`src/rtl/t64_intc_pkg.sv`:
```
// rtl/t64_intc_pkg.sv - shared register map, FSM state type and VEC layout for t64_intc
package t64_intc_pkg;

    localparam logic [2:0] REG_MASK = 3'd0;
    localparam logic [2:0] REG_PEND = 3'd1;
    localparam logic [2:0] REG_VEC  = 3'd2;
    localparam logic [2:0] REG_EOI  = 3'd3;
    localparam logic [2:0] REG_EDGE = 3'd4;

    localparam int VEC_VALID_BIT = 63;
    localparam int IDX_W         = 5;

    typedef enum logic [1:0] {
        ST_IDLE   = 2'd0,
        ST_REQ    = 2'd1,
        ST_INSERV = 2'd2
    } intc_state_t;

endpackage

```
`src/rtl/t64_intc_prio_enc.sv`:
```
// rtl/t64_intc_prio_enc.sv - lowest-index-wins priority encoder for interrupt candidates
module prio_enc
    import t64_intc_pkg::*;
#(
    parameter int NSRC = 8
) (
    input  logic [NSRC-1:0]  req,
    output logic [IDX_W-1:0] idx,
    output logic             valid
);

    // Scan downwards so the lowest set index is the last one assigned.
    always_comb begin
        idx   = '0;
        valid = 1'b0;
        for (int i = NSRC - 1; i >= 0; i--) begin
            if (req[i]) begin
                idx   = IDX_W'(i);
                valid = 1'b1;
            end
        end
    end

endmodule

```
`src/rtl/t64_intc.sv`:
```
// rtl/t64_intc.sv - single-level interrupt controller with mask, edge/level pending and in-service vector
module t64_intc
    import t64_intc_pkg::*;
#(
    parameter int NSRC = 8
) (
    input  logic            clk,
    input  logic            reset,
    input  logic [NSRC-1:0] src,
    input  logic [2:0]      addr,
    input  logic [63:0]     wdata,
    input  logic            wr,
    output logic [63:0]     rdata,
    output logic            intr,
    input  logic            intack
);

    logic [NSRC-1:0]  mask;
    logic [NSRC-1:0]  edge_mode;
    logic [NSRC-1:0]  pend;
    logic [NSRC-1:0]  src_q;
    logic [IDX_W-1:0] vec_idx;
    logic             vec_valid;
    intc_state_t      state;
    intc_state_t      next_state;

    logic [NSRC-1:0]  cand;
    logic [IDX_W-1:0] win_idx;
    logic             win_valid;
    logic             ack;
    logic             eoi;
    logic [NSRC-1:0]  w1c;
    logic [NSRC-1:0]  ack_clr;
    logic [NSRC-1:0]  pend_next;
    logic             unused_wdata;

    assign unused_wdata = ^wdata[63:NSRC];

    assign cand = pend & mask;

    prio_enc #(.NSRC(NSRC)) u_prio_enc (
        .req   (cand),
        .idx   (win_idx),
        .valid (win_valid)
    );

    assign ack     = (state == ST_REQ) && win_valid && intack;
    assign eoi     = (state == ST_INSERV) && wr && (addr == REG_EOI);
    assign w1c     = (wr && addr == REG_PEND) ? wdata[NSRC-1:0] : '0;
    assign ack_clr = ack ? ((NSRC'(1) << win_idx) & edge_mode) : '0;

    // Edge bits: a fresh rise wins over any clear in the same cycle; level bits track src.
    assign pend_next = (edge_mode & ((src & ~src_q) | (pend & ~(w1c | ack_clr))))
                     | (~edge_mode & src);

    always_ff @(posedge clk or negedge reset) begin
        if (!reset) begin
            state <= ST_IDLE;
        end else begin
            state <= next_state;
        end
    end

    always_comb begin
        next_state = state;
        case (state)
            ST_IDLE:   if (win_valid) next_state = ST_REQ;
            ST_REQ: begin
                if (!win_valid)  next_state = ST_IDLE;
                else if (intack) next_state = ST_INSERV;
            end
            ST_INSERV: if (eoi) next_state = ST_IDLE;
            default:   next_state = ST_IDLE;
        endcase
    end

    // intr is held only while REQ persists, so it drops on the edge after ack or withdrawal.
    always_ff @(posedge clk or negedge reset) begin
        if (!reset) begin
            intr <= 1'b0;
        end else begin
            intr <= (state == ST_REQ) && (next_state == ST_REQ);
        end
    end

    always_ff @(posedge clk or negedge reset) begin
        if (!reset) begin
            mask      <= '0;
            edge_mode <= '0;
            pend      <= '0;
            src_q     <= '0;
            vec_idx   <= '0;
            vec_valid <= 1'b0;
        end else begin
            src_q <= src;
            pend  <= pend_next;
            if (wr && addr == REG_MASK) mask      <= wdata[NSRC-1:0];
            if (wr && addr == REG_EDGE) edge_mode <= wdata[NSRC-1:0];
            if (ack) begin
                vec_idx   <= win_idx;
                vec_valid <= 1'b1;
            end else if (eoi) begin
                vec_idx   <= '0;
                vec_valid <= 1'b0;
            end
        end
    end

    always_comb begin
        rdata = '0;
        case (addr)
            REG_MASK: rdata = 64'(mask);
            REG_PEND: rdata = 64'(pend);
            REG_VEC: begin
                rdata[IDX_W-1:0]     = vec_idx;
                rdata[VEC_VALID_BIT] = vec_valid;
            end
            REG_EDGE: rdata = 64'(edge_mode);
            default:  rdata = '0;
        endcase
    end

endmodule
```
`config.mk`:
```
export PLATFORM = sky130hd
export DESIGN_NAME = t64_intc
export DESIGN_NICKNAME = d
export VERILOG_FILES = /design/src/rtl/t64_intc_pkg.sv /design/src/rtl/t64_intc_prio_enc.sv /design/src/rtl/t64_intc.sv
export SDC_FILE = /design/constraint.sdc
export NUM_CORES = 1
export LEC_CHECK = 0
export ABC_AREA = 1
export ABC_CLOCK_PERIOD_IN_PS = 2000
export BUFFER_PORTS_ARGS = -buffer_cell sky130_fd_sc_hd__buf_4
export CAP_MARGIN = 5
export CORE_MARGIN = 4
export CORE_UTILIZATION = 46
export CTS_CLUSTER_SIZE = 20
export DETAILED_ROUTE_END_ITERATION = 10
export MAX_ROUTING_LAYER = met4
export PLACE_DENSITY = 0.85
export SKIP_CTS_REPAIR_TIMING = 1
export SLEW_MARGIN = 5
export SYNTH_ARGS = -nofsm -noshare
export SYNTH_HDL_FRONTEND = slang
export SYNTH_SLANG_ARGS = --single-unit
```
`constraint.sdc`:
```
create_clock -name clk -period 2 [get_ports clk]
set_input_delay 0.2 -clock clk [delete_from_list [all_inputs] [get_ports clk]]
set_output_delay 0.2 -clock clk [all_outputs]
set_load 0.01 [all_outputs]
```
### Yosys cells after proc, flatten, opt, wreduce, memory -nomap -nowiden

Index checks and enable logic that the tools add are counted.

* multiply operators: 0
* shifts and indexed selects: 1
* eq/ne operators: 7
* add/subtract/negate cells: 0
* divide/modulo/power cells: 0
* mux-type cells: 30
* reductions and logical operators: 11
* bitwise gates (word level): 12
* magnitude comparators: 0

Operators with widths (number)
* bitwise AND 8 bit: 6
* 2-to-1 mux 3 bit: 8
* inverter 8 bit: 3
* OR 8 bit: 3
* case mux 5 bit (4 select lines): 1
* 2-to-1 mux 8 bit: 2
* 2-to-1 mux 1 bit: 11
* 2-to-1 mux 5 bit: 2
* case mux 3 bit (3 select lines): 1
* logical AND 1 bit: 8
* 2-to-1 mux 2 bit: 4
* << shifter 1 x 5 -> 8 bit, first input constant: 1
* equality test 3 x 2 -> 1 bit, second input constant: 2
* case mux 2 bit (3 select lines): 1
* equality test 2 x 1 -> 1 bit, second input constant: 2
* equality test 3 x 1 -> 1 bit, second input constant: 1
* equality test 3 bit, second input constant: 1
* logical NOT 3 bit: 1
* equality test 2 bit, second input constant: 1
* logical NOT 2 bit: 1
* nonzero test 2 bit: 1

* RAM bits: 0
* output and inout bits: 65
* input port bits: 79
* flip-flop bits (word level): 41
* word-level logic and storage cells: 69
* memories: 0
* latch bits: 0
* ROM bits: 0

### Logic depth before layout (Yosys ltp)

* word-level depth: 18
* gate-level depth with buffers: 12

### Modules after synthesis

A second synthesis with hierarchy kept.

* cell total of the unflattened synthesis: 352
* area total of the unflattened synthesis: 2646.3 sq um

Modules (own cells, without submodules)
* t64_intc: instances 1, sequential area each 1026.0 sq um, cells each 327, area each 2528.7 sq um
* prio_enc: instances 1, sequential area each 0.0 sq um, cells each 25, area each 117.6 sq um

### Least setup slack after synthesis

No wires, ideal clock.

* path type: flip-flop to flip-flop
* start point: reg mask[0]
* end point: reg pend[6]
* path slack: 794 ps
* data arrival time: 1088 ps
* period minus slack after synthesis: 1206 ps
* data required time: 1882 ps
* path buffers: 0
* cell stages (with the launch flop): 9
* path through: dfrtp_1 -> nand2_2 -> nand2_1 -> inv_2 -> nand2_2 -> nor3b_4 -> nand3_1 -> nand4_1 -> nand2_1

* word-level cells in the longest chain between the ends: 11
* elaborated cells on any way between the ends: 14
* classes of those cells: 1 x shift; 3 x mux; 8 x bitwise; 2 x reduce/logical

RTL lines
* start, declared: line t64_intc.sv:18 `logic [NSRC-1:0] mask;`
* start signal, assigned: line t64_intc.sv:97 `if (wr && addr == REG_MASK) mask <= wdata[NSRC-1:0];`
* bitwise AND 8 bit (*): line t64_intc.sv:39 `assign cand = pend & mask;`
* 2-to-1 mux 3 bit or 2-to-1 mux 1 bit (tied branches): line t64_intc_prio_enc.sv:17 `if (req[i]) begin`
* << shifter 1 x 5 -> 8 bit or logical AND 1 bit (tied branches): line t64_intc.sv:50, t64_intc.sv:47
* bitwise AND 8 bit or logical AND 1 bit (tied branches): line t64_intc.sv:50, t64_intc.sv:47
* 2-to-1 mux 8 bit (*): line t64_intc.sv:50 `assign ack_clr = ack ? ((NSRC'(1) << win_idx) & edge_mode) : '0;`
* OR 8 bit (*): line t64_intc.sv:53 `assign pend_next = (edge_mode & ((src & ~src_q) | (pend & ~(w1c | ack_clr))))`
* inverter 8 bit (*): line t64_intc.sv:53
* bitwise AND 8 bit (*): line t64_intc.sv:53
* OR 8 bit (*): line t64_intc.sv:53
* bitwise AND 8 bit (*): line t64_intc.sv:53
* OR 8 bit (*): line t64_intc.sv:54 `| (~edge_mode & src);`
* net pend_next[6]: line t64_intc.sv:34 `logic [NSRC-1:0] pend_next;`
* end signal, assigned: line t64_intc.sv:96 `pend <= pend_next;`
* end, declared: line t64_intc.sv:20 `logic [NSRC-1:0] pend;`

Mark *: on every way through the listed nets, which the timed path passes. The rest lies on a longest branch.
A chain may end at the register's enable or synchronous reset.

### Worst setup path in the final report

* start point: reg mask[0]
* end point: reg pend[5]

The elaborated chain is that of the path after synthesis.

==> key figures <==
Global route
  • Pin count of the biggest net entering global routing: 40
  • Congestion Overflow GR: 0
  • First-pass GRT wire length: 7550 um
  • Tot GR Track Use: 15.8%
  • Vias in the first global route: 1687
  • Initial antenna violation count: 0

Critical path
  • Critical path required time: 2.20 ns
  • Setup CP Type: register to register
  • Crit-path max cell delay: 0.42 ns
  • FF-to-FF Start: mask[0]
  • CP Cell Sequence: nand2_2, nand2_1, inv_2, nand2_2, nor3b_4, nand4_1, nand2_1, nand2_1
  • Critical Path Sink Type: register
  • Worst path bufs/invs: 1
  • Crit Path Max Fanout: 5
  • R2R Path End: pend[5]
  • CP delay by family, top: simple AND/OR/NAND/NOR gates
  • FF-to-FF path depth: 8
  • Crit path launch type: register
  • CP max-delay cell: dfrtp_1
  • Worst reg-to-reg setup slack: 0.54 ns
  • Critical Path AT: 1.66 ns
  • Critical path's most frequent cell: nand2_1

Timing
  • Final hold violation count: 0
  • Worst Skew: 0.00769 ns
  • Final Cycle Share: 73.1%
  • RSZ-0062 raised after global routing: false
  • Final Setup Violations: 0
  • Final Slew Violations: 0
  • Setup TNS: 0 ns
  • FMAX: 0.684 GHz
  • Final min period: 1.46 ns

Power
  • Pwr/cell area: 880 nW/um^2
  • Leakage: 1.38 nW
  • Cell Int Power: 1.42 mW
  • Clock Power Share: 23.8%
  • Sw Share: 36.0%
  • Peak supply drop: 0.552 mV
  • Flop pwr share: 47.4%
  • Switch Pwr: 797 uW
  • Comb pwr share: 28.8%

Yosys
  • Mapped Cells: 295
  • Yosys warnings: 0
  • Sequential cell area fraction in the yosys report: 42.1%
  • Yosys reg bits: 39
  • Avg Inst Size Synth: 7.86 um^2
  • Post-synth cell types: 24
  • Synth Cell Area: 2320 um^2

Routing
  • Via-to-Cell Ratio: 4.56
  • DR pass1 iterations: 4
  • Met3 wire len: 459 um
  • Post-Route WL: 4680 um
  • Residual DRC: 0
  • M1 WL: 1790 um
  • Post-DRT Antenna Nets: 0
  • DR top layer: met4
  • Drt wl/cell: 11.7 um
  • Detailed router's first-iteration violation count: 76
  • Via count: 1830
  • Met2 Routed Length: 2300 um

Layout
  • Final core utilization: 52.2%
  • Layout Nets: 412
  • N_diodes: 0
  • Design area: 2520 um^2
  • Area Overhead vs Synth: 8.53%
  • Ratio of cells with drive above 1 in the final layout: 17.7%
  • Sequential cell area: 976 um^2
  • Multi-input gate area in the final layout: 1010 um^2
  • Filler Cell Count: 470

Clocking
  • Worst skew pair latency: 0.30 ns
  • CTS tree: done
  • Root Buffer: clkbuf_8
  • H-tree Lvls: 2
  • CTS Buffer Depth: 2
  • Sink Count: 39
  • Clock transition at path regs: 0.08 ns
  • Num CTS Buffers: 5

Floorplan
  • # IOs: 144
  • Starting Density: 48.1%
  • Core ar.: 4820 um^2
  • Die width: 79.0 um
  • Die height: 79.0 um
  • Row cnt: 25
  • Die area: 6240 um^2

Worst hold path
  • Hold WC Path Type: primary input to register
  • WHS Endpoint: src_q[6]
  • Hold Crit Depth: 1
  • Hold Path Origin: src[6]

Placed design
  • Dpl hpwl: 3510 um
  • Gpl congestion: 0.805
  • # port buffers: 32
  • Placed Area: 2420 um^2

Run
  • Max cap viols: 0

Run status
  • Outcome: finished, final reports clean
metal layers:
layer,global-route usage (%),up-vias
li1,-,898
met1,17.7,830
met2,26.2,86
met3,4.08,16
met4,7.73,0
met5,-,-
flip-flops by register name (all words and copies together) (netlist names):
signal,flops
mask,8
vec_idx,3
state,2
vec_valid,1
intr,1
edge_mode,8
src_q,8
pend,8
area by class of cell:
class / instances / share of cell area (%)
clock buffer: 5 / 2.73
tap: 67 / 3.33
timing repair buffer: 34 / 10.2
inverter: 27 / 4.03
sequential: 39 / 38.8
multi-input combinational: 226 / 40.1
clock inverter: 3 / 0.796
synth_stat cells:
cell	n	area share, %
nor3b_4	1	0.81
dfrtp_1	39	42
nor2_1	7	1.1
o21bai_1	1	0.32
conb_1	1	0.16
buf_6	2	0.97
buf_4	55	18
o22ai_1	2	0.54
nor3_1	1	0.22
nand4_1	5	1.3
and3_1	1	0.27
nand2_2	8	2.2
nor4_1	1	0.27
nand2_1	100	16
nor3_4	1	0.70
a21o_1	2	0.65
nor2_4	1	0.49
inv_2	4	0.65
inv_1	23	3.7
nand3_1	17	3.7
o21ai_1	17	3.7
nand2_4	1	0.49
nor2_2	2	0.54
o2111ai_1	3	1.1
cell families after synthesis:
group / synth area share, %
flops: 42.1
other cells: 0.162
buf+inv: 23.2
compound gates: 6.31
simple gates: 28.3
power by group through the flow:
stage                     Sequential (mW)  Clock, mW  Combinational, mW
after floorplan                      1.04          0              0.530
after global placement               1.06          0              0.604
after detailed placement             1.06          0              0.632
after CTS                            1.05      0.544              0.637
after global routing                 1.07      0.570              0.725
final                                1.05      0.527              0.638
how the worst max path moves through the flow:
stage	cells after the start	endpoint	startpoint	slack, ns
after global placement	8	pend[5]	mask[2]	0.64
final	8	pend[5]	mask[0]	0.54
after detailed placement	8	pend[5]	mask[0]	0.57
after global routing	8	pend[5]	mask[0]	0.41
after floorplan	8	pend[6]	mask[0]	0.79
after CTS	8	pend[5]	mask[0]	0.55
cell usage in the layout, fill, tap and decap left out, drive strengths merged:
cell         count
dfrtp           39
a21o             2
dlygate4sd3      1
o21bai           1
nand4            5
clkinvlp         2
nand2          109
buf             33
and3             1
nor3b            1
nor4             1
clkinv           1
nor2            10
o22ai            2
inv             27
o21ai           17
conb            55
nor3             2
nand3           17
clkbuf           5
o2111ai          3
stage by stage:
stage               worst slack (ns)  hold WS, ns  total power, mW  instances
floorplan                      0.794      -0.0956             1.57        349
global placement               0.635        0.197             1.66        392
detailed placement             0.570        0.199             1.69        392
CTS                            0.549       -0.131             2.23        400
global route                   0.409      0.00511             2.36        401
finish                         0.537       0.0123             2.21        401
Note: power is estimated with default switching activity, not from simulation.
